==> src/rtl/switch_phase_sequencer_if.sv <==
// Bundles the control inputs and status outputs of the switch phase sequencer.
//
// start and stop are level-sampled on every rising clk edge; there is no
// valid/ready pairing. start is accepted only while busy=0 (and stop=0), and
// stop is honoured only while a run is in progress (not while STOPPING).
// The config fields are captured in the same edge that accepts start and
// are ignored at all other times.
interface switch_phase_sequencer_if #(
  parameter int CNT_W   = 16,
  parameter int BURST_W = 16
);
  logic               start;
  logic               stop;
  logic [CNT_W-1:0]   half_period;
  logic [CNT_W-1:0]   dead_time;
  logic [BURST_W-1:0] burst_len;
  logic               phase_a;
  logic               phase_b;
  logic               busy;
  logic               done;
  logic               cfg_err;
  logic [BURST_W-1:0] cycle_cnt;

  // Controller / bench side: drives requests and config, observes status.
  modport master (
    output start, stop, half_period, dead_time, burst_len,
    input  phase_a, phase_b, busy, done, cfg_err, cycle_cnt
  );

  // Sequencer side.
  modport slave (
    input  start, stop, half_period, dead_time, burst_len,
    output phase_a, phase_b, busy, done, cfg_err, cycle_cnt
  );
endinterface

==> src/rtl/switch_phase_sequencer.sv <==
// Two-phase non-overlapping switch driver with programmable half period,
// dead time and burst length. All outputs are registered and decoded from
// the next state so they change together with the state register.
module switch_phase_sequencer #(
  parameter int CNT_W   = 16,
  parameter int BURST_W = 16
) (
  input  logic                    clk,
  input  logic                    rst_n,
  switch_phase_sequencer_if.slave bus,
  output logic [2:0]              state_o
);

  localparam logic [2:0] IDLE     = 3'd0;
  localparam logic [2:0] PH_A     = 3'd1;
  localparam logic [2:0] DEAD_AB  = 3'd2;
  localparam logic [2:0] PH_B     = 3'd3;
  localparam logic [2:0] DEAD_BA  = 3'd4;
  localparam logic [2:0] STOPPING = 3'd5;

  localparam logic [CNT_W-1:0]   ONE_C = {{(CNT_W-1){1'b0}}, 1'b1};
  localparam logic [BURST_W-1:0] ONE_B = {{(BURST_W-1){1'b0}}, 1'b1};

  logic [2:0]         state_q, state_d;
  logic [CNT_W-1:0]   cnt_q, cnt_d;
  logic [CNT_W-1:0]   hp_q, hp_d;
  logic [CNT_W-1:0]   dt_q, dt_d;
  logic [BURST_W-1:0] bl_q, bl_d;
  logic [BURST_W-1:0] cycle_q, cycle_d;
  logic               done_q, done_d;
  logic               err_q, err_d;
  logic               pa_q, pa_d;
  logic               pb_q, pb_d;
  logic               busy_q, busy_d;

  logic [CNT_W-1:0]   dwell;
  logic               last;
  logic               dt_zero;
  logic [BURST_W-1:0] cycle_inc;
  logic               burst_end;

  // Dwell of the current state, end-of-dwell detect and period bookkeeping.
  always_comb begin
    dwell     = ((state_q == PH_A) || (state_q == PH_B)) ? (hp_q - dt_q) : dt_q;
    last      = (cnt_q == (dwell - ONE_C));
    dt_zero   = (dt_q == '0);
    cycle_inc = cycle_q + ONE_B;
    burst_end = (bl_q != '0) && (cycle_inc == bl_q);
  end

  // Next-state logic; a stop request pre-empts any normal phase transition.
  always_comb begin
    state_d = state_q;
    cnt_d   = cnt_q + ONE_C;
    hp_d    = hp_q;
    dt_d    = dt_q;
    bl_d    = bl_q;
    cycle_d = cycle_q;
    done_d  = 1'b0;
    err_d   = 1'b0;
    case (state_q)
      IDLE: begin
        if (bus.start && !bus.stop) begin
          if (bus.half_period > bus.dead_time) begin
            hp_d    = bus.half_period;
            dt_d    = bus.dead_time;
            bl_d    = bus.burst_len;
            cycle_d = '0;
            state_d = PH_A;
          end else begin
            err_d = 1'b1;
          end
        end
      end
      PH_A, DEAD_AB, PH_B, DEAD_BA: begin
        if (bus.stop) begin
          if (dt_zero) begin
            state_d = IDLE;
            done_d  = 1'b1;
          end else begin
            state_d = STOPPING;
          end
        end else if (last) begin
          case (state_q)
            PH_A:    state_d = dt_zero ? PH_B : DEAD_AB;
            DEAD_AB: state_d = PH_B;
            PH_B:    state_d = dt_zero ? PH_A : DEAD_BA;
            default: state_d = PH_A;
          endcase
          // A full period closes at the end of B's trailing dead band
          // (or of PH_B itself when there is no dead band).
          if ((state_q == DEAD_BA) || ((state_q == PH_B) && dt_zero)) begin
            cycle_d = cycle_inc;
            if (burst_end) begin
              state_d = IDLE;
              done_d  = 1'b1;
            end
          end
        end
      end
      STOPPING: begin
        if (last) begin
          state_d = IDLE;
          done_d  = 1'b1;
        end
      end
      default: state_d = IDLE;
    endcase
    // Every state entry restarts the dwell counter.
    if ((state_d != state_q) || (state_q == IDLE)) begin
      cnt_d = '0;
    end
  end

  // Outputs decoded from the next state so they are registered with it.
  always_comb begin
    pa_d   = (state_d == PH_A);
    pb_d   = (state_d == PH_B);
    busy_d = (state_d != IDLE);
  end

  // State, counters, latched config and registered outputs.
  always_ff @(posedge clk) begin
    if (!rst_n) begin
      state_q <= IDLE;
      cnt_q   <= '0;
      hp_q    <= '0;
      dt_q    <= '0;
      bl_q    <= '0;
      cycle_q <= '0;
      done_q  <= 1'b0;
      err_q   <= 1'b0;
      pa_q    <= 1'b0;
      pb_q    <= 1'b0;
      busy_q  <= 1'b0;
    end else begin
      state_q <= state_d;
      cnt_q   <= cnt_d;
      hp_q    <= hp_d;
      dt_q    <= dt_d;
      bl_q    <= bl_d;
      cycle_q <= cycle_d;
      done_q  <= done_d;
      err_q   <= err_d;
      pa_q    <= pa_d;
      pb_q    <= pb_d;
      busy_q  <= busy_d;
    end
  end

  assign bus.phase_a   = pa_q;
  assign bus.phase_b   = pb_q;
  assign bus.busy      = busy_q;
  assign bus.done      = done_q;
  assign bus.cfg_err   = err_q;
  assign bus.cycle_cnt = cycle_q;
  assign state_o       = state_q;

endmodule

==> src/flat_wrapper.sv <==
// flat-port wrapper written by rule: the top's interface ports become plain ports
module switch_phase_sequencer_flat 
#(
  parameter int CNT_W   = 16,
  parameter int BURST_W = 16
)
  (clk, rst_n, state_o, bus_start, bus_stop, bus_half_period, bus_dead_time, bus_burst_len, bus_phase_a, bus_phase_b, bus_busy, bus_done, bus_cfg_err, bus_cycle_cnt);
  switch_phase_sequencer_if #(.CNT_W(CNT_W), .BURST_W(BURST_W)) bus_i ();
  input  logic clk;
  input  logic rst_n;
  output logic [2:0] state_o;
  input wire logic [$bits(bus_i.start)-1:0] bus_start;
  input wire logic [$bits(bus_i.stop)-1:0] bus_stop;
  input wire logic [$bits(bus_i.half_period)-1:0] bus_half_period;
  input wire logic [$bits(bus_i.dead_time)-1:0] bus_dead_time;
  input wire logic [$bits(bus_i.burst_len)-1:0] bus_burst_len;
  output wire logic [$bits(bus_i.phase_a)-1:0] bus_phase_a;
  output wire logic [$bits(bus_i.phase_b)-1:0] bus_phase_b;
  output wire logic [$bits(bus_i.busy)-1:0] bus_busy;
  output wire logic [$bits(bus_i.done)-1:0] bus_done;
  output wire logic [$bits(bus_i.cfg_err)-1:0] bus_cfg_err;
  output wire logic [$bits(bus_i.cycle_cnt)-1:0] bus_cycle_cnt;
  assign bus_i.start = bus_start;
  assign bus_i.stop = bus_stop;
  assign bus_i.half_period = bus_half_period;
  assign bus_i.dead_time = bus_dead_time;
  assign bus_i.burst_len = bus_burst_len;
  assign bus_phase_a = bus_i.phase_a;
  assign bus_phase_b = bus_i.phase_b;
  assign bus_busy = bus_i.busy;
  assign bus_done = bus_i.done;
  assign bus_cfg_err = bus_i.cfg_err;
  assign bus_cycle_cnt = bus_i.cycle_cnt;
  switch_phase_sequencer #(.CNT_W(CNT_W), .BURST_W(BURST_W)) u_core (.clk(clk), .rst_n(rst_n), .bus(bus_i), .state_o(state_o));
endmodule
==> config.mk <==
export PLATFORM = sky130hd
export DESIGN_NAME = switch_phase_sequencer_flat
export DESIGN_NICKNAME = d
export VERILOG_FILES = /design/src/rtl/switch_phase_sequencer_if.sv /design/src/rtl/switch_phase_sequencer.sv /design/src/flat_wrapper.sv
export SDC_FILE = /design/constraint.sdc
export NUM_CORES = 1
export LEC_CHECK = 0
export ABC_CLOCK_PERIOD_IN_PS = 5590
export CORE_UTILIZATION = 35
export DETAILED_ROUTE_END_ITERATION = 12
export SETUP_SLACK_MARGIN = 0.1
export SLEW_MARGIN = 20
export SYNTH_ARGS = -nofsm -noshare
export SYNTH_HDL_FRONTEND = slang
export SYNTH_SLANG_ARGS = --single-unit
==> constraint.sdc <==
create_clock -name clk -period 5.59 [get_ports clk]
set_input_delay 1.3975 -clock clk [delete_from_list [all_inputs] [get_ports clk]]
set_output_delay 1.3975 -clock clk [all_outputs]
set_load 0.005 [all_outputs]
Yosys cells after proc, flatten, opt, wreduce, memory -nomap -nowiden
Index checks and enable logic that the tools add are counted.
Widths: inputs -> output; s select.

operators by class
  add/subtract/negate cells = 4
  magnitude comparators = 1
  eq/ne operators = 15
  mux-type cells = 27
  bitwise gates (word level) = 1
  reductions and logical operators = 17

operators with widths
  kind                   number
  $mux 16                6
  $add 16x1->16 const B  2
  $eq 16x16->1           2
  $pmux 16 s2            1
  $mux 3                 9
  $pmux 3 s3             2
  $gt 16x16->1           1
  $logic_not 16->1       1
  $reduce_bool 16->1     1
  $sub 16x1->16 const B  1
  $sub 16x16->16         1
  $eq 3x2->1 const B     3
  $mux 1                 8
  $ne 2x1->1 const B     4
  $eq 3x1->1 const B     2
  $eq 3x3->1 const B     2
  $reduce_and 3->1       2
  $reduce_and 6->1       1
  $reduce_or 4->1        1
  $logic_and 1x1->1      3
  $logic_not 3->1        1
  $logic_or 1x1->1       3
  $ne 3x3->1             1
  $reduce_bool 3->1      1
  other kinds (6)        6

storage, ports and cells
  flip-flop bits (word level) = 88
  input bits = 52
  output and inout port bits = 24
  word-level logic and storage cells = 76

Logic depth before layout (Yosys ltp)
  depth after elaboration = 11
  mapped depth = 18
  depth with buffers taken out = 16

Worst setup path before layout
Ideal clock, no wire load.

  path type = input-to-reg
  from = input bus_dead_time[2]
  to = register u_core.cycle_q[2], in the netlist u_core.bus.cycle_cnt[2]
  setup time = 0.063 ns
  arrival time = 4.481 ns
  required time = 5.527 ns
  slack = 1.046 ns
  stages on the path = 15
  path buffers = 1
  cells stage by stage = inv_1 > ha_1 > a21o_1 > a21o_1 > a211o_1 > a21o_1 > a21o_1 > a21o_1 > a21oi_1 > a21oi_1 > and2_1 > o31ai_1 > clkbuf_1 > o211ai_1 > nand3_1

on the way
  longest elaborated chain between the ends = 3

ends and longest elaborated chain
  element                     RTL line                       source
  start: declaration          flat_wrapper.sv:15             input wire logic [$bits(bus_i.dead_time)-1:0] bus_dead_time;
  $gt 16x16->1                switch_phase_sequencer.sv:64   if (bus.half_period > bus.dead_time) begin
  $ne 2x1->1 (no line)        n/a
  $reduce_and 6->1 (no line)  n/a
  end signal: assignment      switch_phase_sequencer.sv:142  cycle_q <= cycle_d;
  end: declaration            switch_phase_sequencer.sv:29   logic [BURST_W-1:0] cycle_q, cycle_d;

No other way between the ends.
A chain may end at the register's enable or synchronous reset.

Worst setup path in the final report
  from = register u_core.dt_q[2]
  to = register u_core.cnt_q[15]

on the way
  longest elaborated chain between the ends = 11

ends and longest elaborated chain
  element                                                 RTL line                       source
  start: declaration                                      switch_phase_sequencer.sv:27   logic [CNT_W-1:0] dt_q, dt_d;
  start signal: assignment                                switch_phase_sequencer.sv:140  dt_q <= dt_d;
  branches (longest 7 deep; another with $sub 16x16->16)  n/a
  $pmux 3 s3 (*)                                          switch_phase_sequencer.sv:61   case (state_q)
  $ne 3x3->1 (*)                                          switch_phase_sequencer.sv:110  if ((state_d != state_q) || (state_q == IDLE)) begin
  $logic_or 1x1->1 (*)                                    switch_phase_sequencer.sv:110
  $reduce_or 2->1 (no line) (*)                           n/a
  end signal: assignment                                  switch_phase_sequencer.sv:138  cnt_q <= cnt_d;
  end: declaration                                        switch_phase_sequencer.sv:25   logic [CNT_W-1:0] cnt_q, cnt_d;

Every way passes the cells marked *.

==> out/results.txt <==
synthesized instance count: 846
Cell Rows: 50
worst r2r dst: u_core.cnt_q[15]
die area: 0.0199 mm^2
Die Width: 141 um
Synth top area share: 26.0%
WS Path Type: reg2reg
final setup vio count: 0
via count: 6260
antenna cell count: 0
IO Pins: 76
Post-synth EDFFs: 0
clock buffer depth: 2
largest net degree at the start of global routing: 47
worst-margin pin slew: 0.674 ns
Initial Util: 36.0%
worst path cell trace: inv_1 > ha_1 > nor2b_1 > o31a_1 > o41ai_1 > nor2_1 > o31ai_2 > nand3_1 > nor4_1 > a2111oi_0 > nor3b_2 > nor3_2 > nand3b_1 > a2111oi_0
Avg Synthesized Cell Area: 8.01 um^2
vias per inst: 5.36
Final Cell Area: 0.00809 mm^2
# nets final: 990
worst min path class: reg2reg
fin crit share: 88.8%
WL final: 18100 um
R2R setup slack: 0.62 ns
TritonCTS Buffers: 9
Synth Cell Area: 0.00677 mm^2
wire per inst: 15.5 um
Crit-path slowest cell: nand3b_1
syn_nets: 933
Final min period: 4.97 ns
core area: 0.0188 mm^2
Fmax: 0.201 GHz
HPWL Detailed: 13500 um
initial antenna violation count: 0
Reg-to-Reg Start: u_core.dt_q[2]
crit-path max FO: 16
worst stage delay on the critical path: 0.58 ns
DR DRC count: 0
Max IR drop VDD: 0.153 mV
global-route track usage on met2: 31.7%
Top FF cell, synth: dfxtp_1
worst skew pair latency: 0.36 ns
global-route layer with the greatest usage: met2
outcome: finished clean
Final Power: 1.70 mW
PostCTS Resize Cnt: 0
Cell variety after synth: 73
leading area contributor after synthesis: dfxtp_1
Yosys warning count: 0
hold-fix buffers at CTS: 0
global routing usage on met1: 24.2%
leakage power: 3.08 nW
Slew Viols, Final: 0
worst rel slew slack: 54.9%
Setup crit end: u_core.cnt_q[15]
critical path arrival: 5.19 ns
First-pass DRT Iterations: 5
Worst Skew: 0.0152 ns
die height: 141 um
Final ANT Viol Nets: 0
CP required: 5.81 ns
setup bufs post-CTS: 0
met3 Track Usage GR: 3.91%
setup_tns: 0 ns
Register-to-Register Path Depth: 14
most used cell, CP: a2111oi_0
top cells by area, synth: dfxtp_1, ha_1, xnor2_1
PD cells: 210 mW/mm^2
Fin. Hold Viols: 0
post-synthesis sequential area ratio: 26.0%
clock transition at the registers of the reported paths: 0.07 ns
Root Buffer: clkbuf_16
area delta synth->final: 19.4%
placed cell area: 0.00780 mm^2
port bufs: 75
vias in the first global route: 6055
total track usage: 18.8%
global placement routability congestion: 0.877
CP Launch Type: register
initial drt markers: 427
CP endpoint kind: register
H-tree depth: 3
total grt overflow: 0
share of cells above drive strength 1: 7.61%
RSZ-0062 raised after global routing: false
CTS sink count: 88
Synth Register Bits: 88
CTS tree: yes
Critical Path Source: u_core.dt_q[2]
first-pass GRT wire length: 30000 um
Async SR Flop Fraction: 0%
MaxCap Viol Count: 0
## per-layer routing
layer  share of wire (%)  routed length [um]  up-vias
li1                    -                   -     3166
met1                  47                8490     2948
met2                  48                8690      126
met3                 3.7                 674       20
met4                 1.2                 218        0
met5                   0                   0        -
## per-stage QoR
step	util, %	instances	hold WS [ns]	setup slack, ns
after floorplan	-	846	0.470	1.05
after global placement	41.4	1152	0.487	0.737
after global routing	43.0	1167	0.544	0.203
after detailed placement	41.4	1152	0.499	0.689
after CTS	43.0	1167	0.512	0.671
final	43.0	1167	0.513	0.625
## state kept, by name, summed over array words and instances (netlist names), 3 cells and up
signal	cells
u_core.hp_q	16
u_core.state_o	3
u_core.cnt_q	16
u_core.dt_q	16
u_core.bl_q	16
u_core.bus.cycle_cnt	16
## Yosys cell counts, types with 12 or more instances
cell type	instances
a211oi_1	21
a21o_1	19
a21oi_1	27
and2_1	23
and3_1	14
clkbuf_1	36
dfxtp_1	88
ha_1	34
inv_1	45
mux2i_1	39
nand2_1	66
nand3_1	42
nand4_1	16
nor2_1	63
nor2b_1	21
nor3_1	13
nor4_1	12
o21ai_0	35
o21ai_1	12
xnor2_1	46
xor2_1	19
## worst min-delay path by stage
stage	cells past startpoint	end	slack, ns	from
6_report	2	u_core.bus.cycle_cnt[1]	0.51	u_core.bus.cycle_cnt[1]
5_1_grt	2	u_core.bus.cycle_cnt[1]	0.54	u_core.bus.cycle_cnt[1]
4_1_cts	2	u_core.bus.cycle_cnt[1]	0.51	u_core.bus.cycle_cnt[1]
3_5_place_dp	2	u_core.bus.cycle_cnt[1]	0.50	u_core.bus.cycle_cnt[1]
3_3_place_gp	2	u_core.hp_q[15]	0.49	u_core.hp_q[15]
2_1_floorplan	2	u_core.hp_q[15]	0.47	u_core.hp_q[15]
## critical path: cells and delay by family (launching register included)
| kind | cells | cell delay [ns] |
|---|---|---|
| adders and majority gates | 1 | 0.35 |
| and+or+nand+nor | 7 | 2.09 |
| DFF | 1 | 0.43 |
| buffers and inverters | 1 | 0.08 |
| AOI/OAI and AO/OA | 5 | 1.87 |
## power breakdown
group	leakage, nW	internal, mW	switching (mW)
sequential	0.712	0.641	0.0132
combinational	2.23	0.196	0.248
clock	0.137	0.337	0.263
## cells by family after synthesis
kind of cell	share of synthesized area, %
DFF	26.0
muxes	6.96
and+or+nand+nor	24.5
buffers and inverters	5.63
adders and majority gates	6.58
AOI/OAI and AO/OA	21.9
xor gates and xnor gates	8.40
## layout by cell type, fill, tap and decap left out, types with 14 or more instances in the layout
master,count
nor2_1,63
and2_1,23
ha_1,34
mux2i_1,39
o21ai_0,35
inv_1,45
nand2_1,66
nor2b_1,21
dfxtp_1,88
a21o_1,19
xor2_1,19
and3_1,14
a21oi_1,27
a211oi_1,20
nand4_1,16
nand3_1,42
buf_4,19
clkdlybuf4s50_1,74
xnor2_1,45
## cell type report
cell class | count | area (um^2)
clock buffer | 12 | 267
clock inverter | 3 | 23.8
fill | 1903 | 10700
inverter | 45 | 169
multi-input combinational | 665 | 4660
sequential | 88 | 1760
tap | 260 | 325
timing repair buffer | 94 | 888
Power figures use the tool's default switching activity.
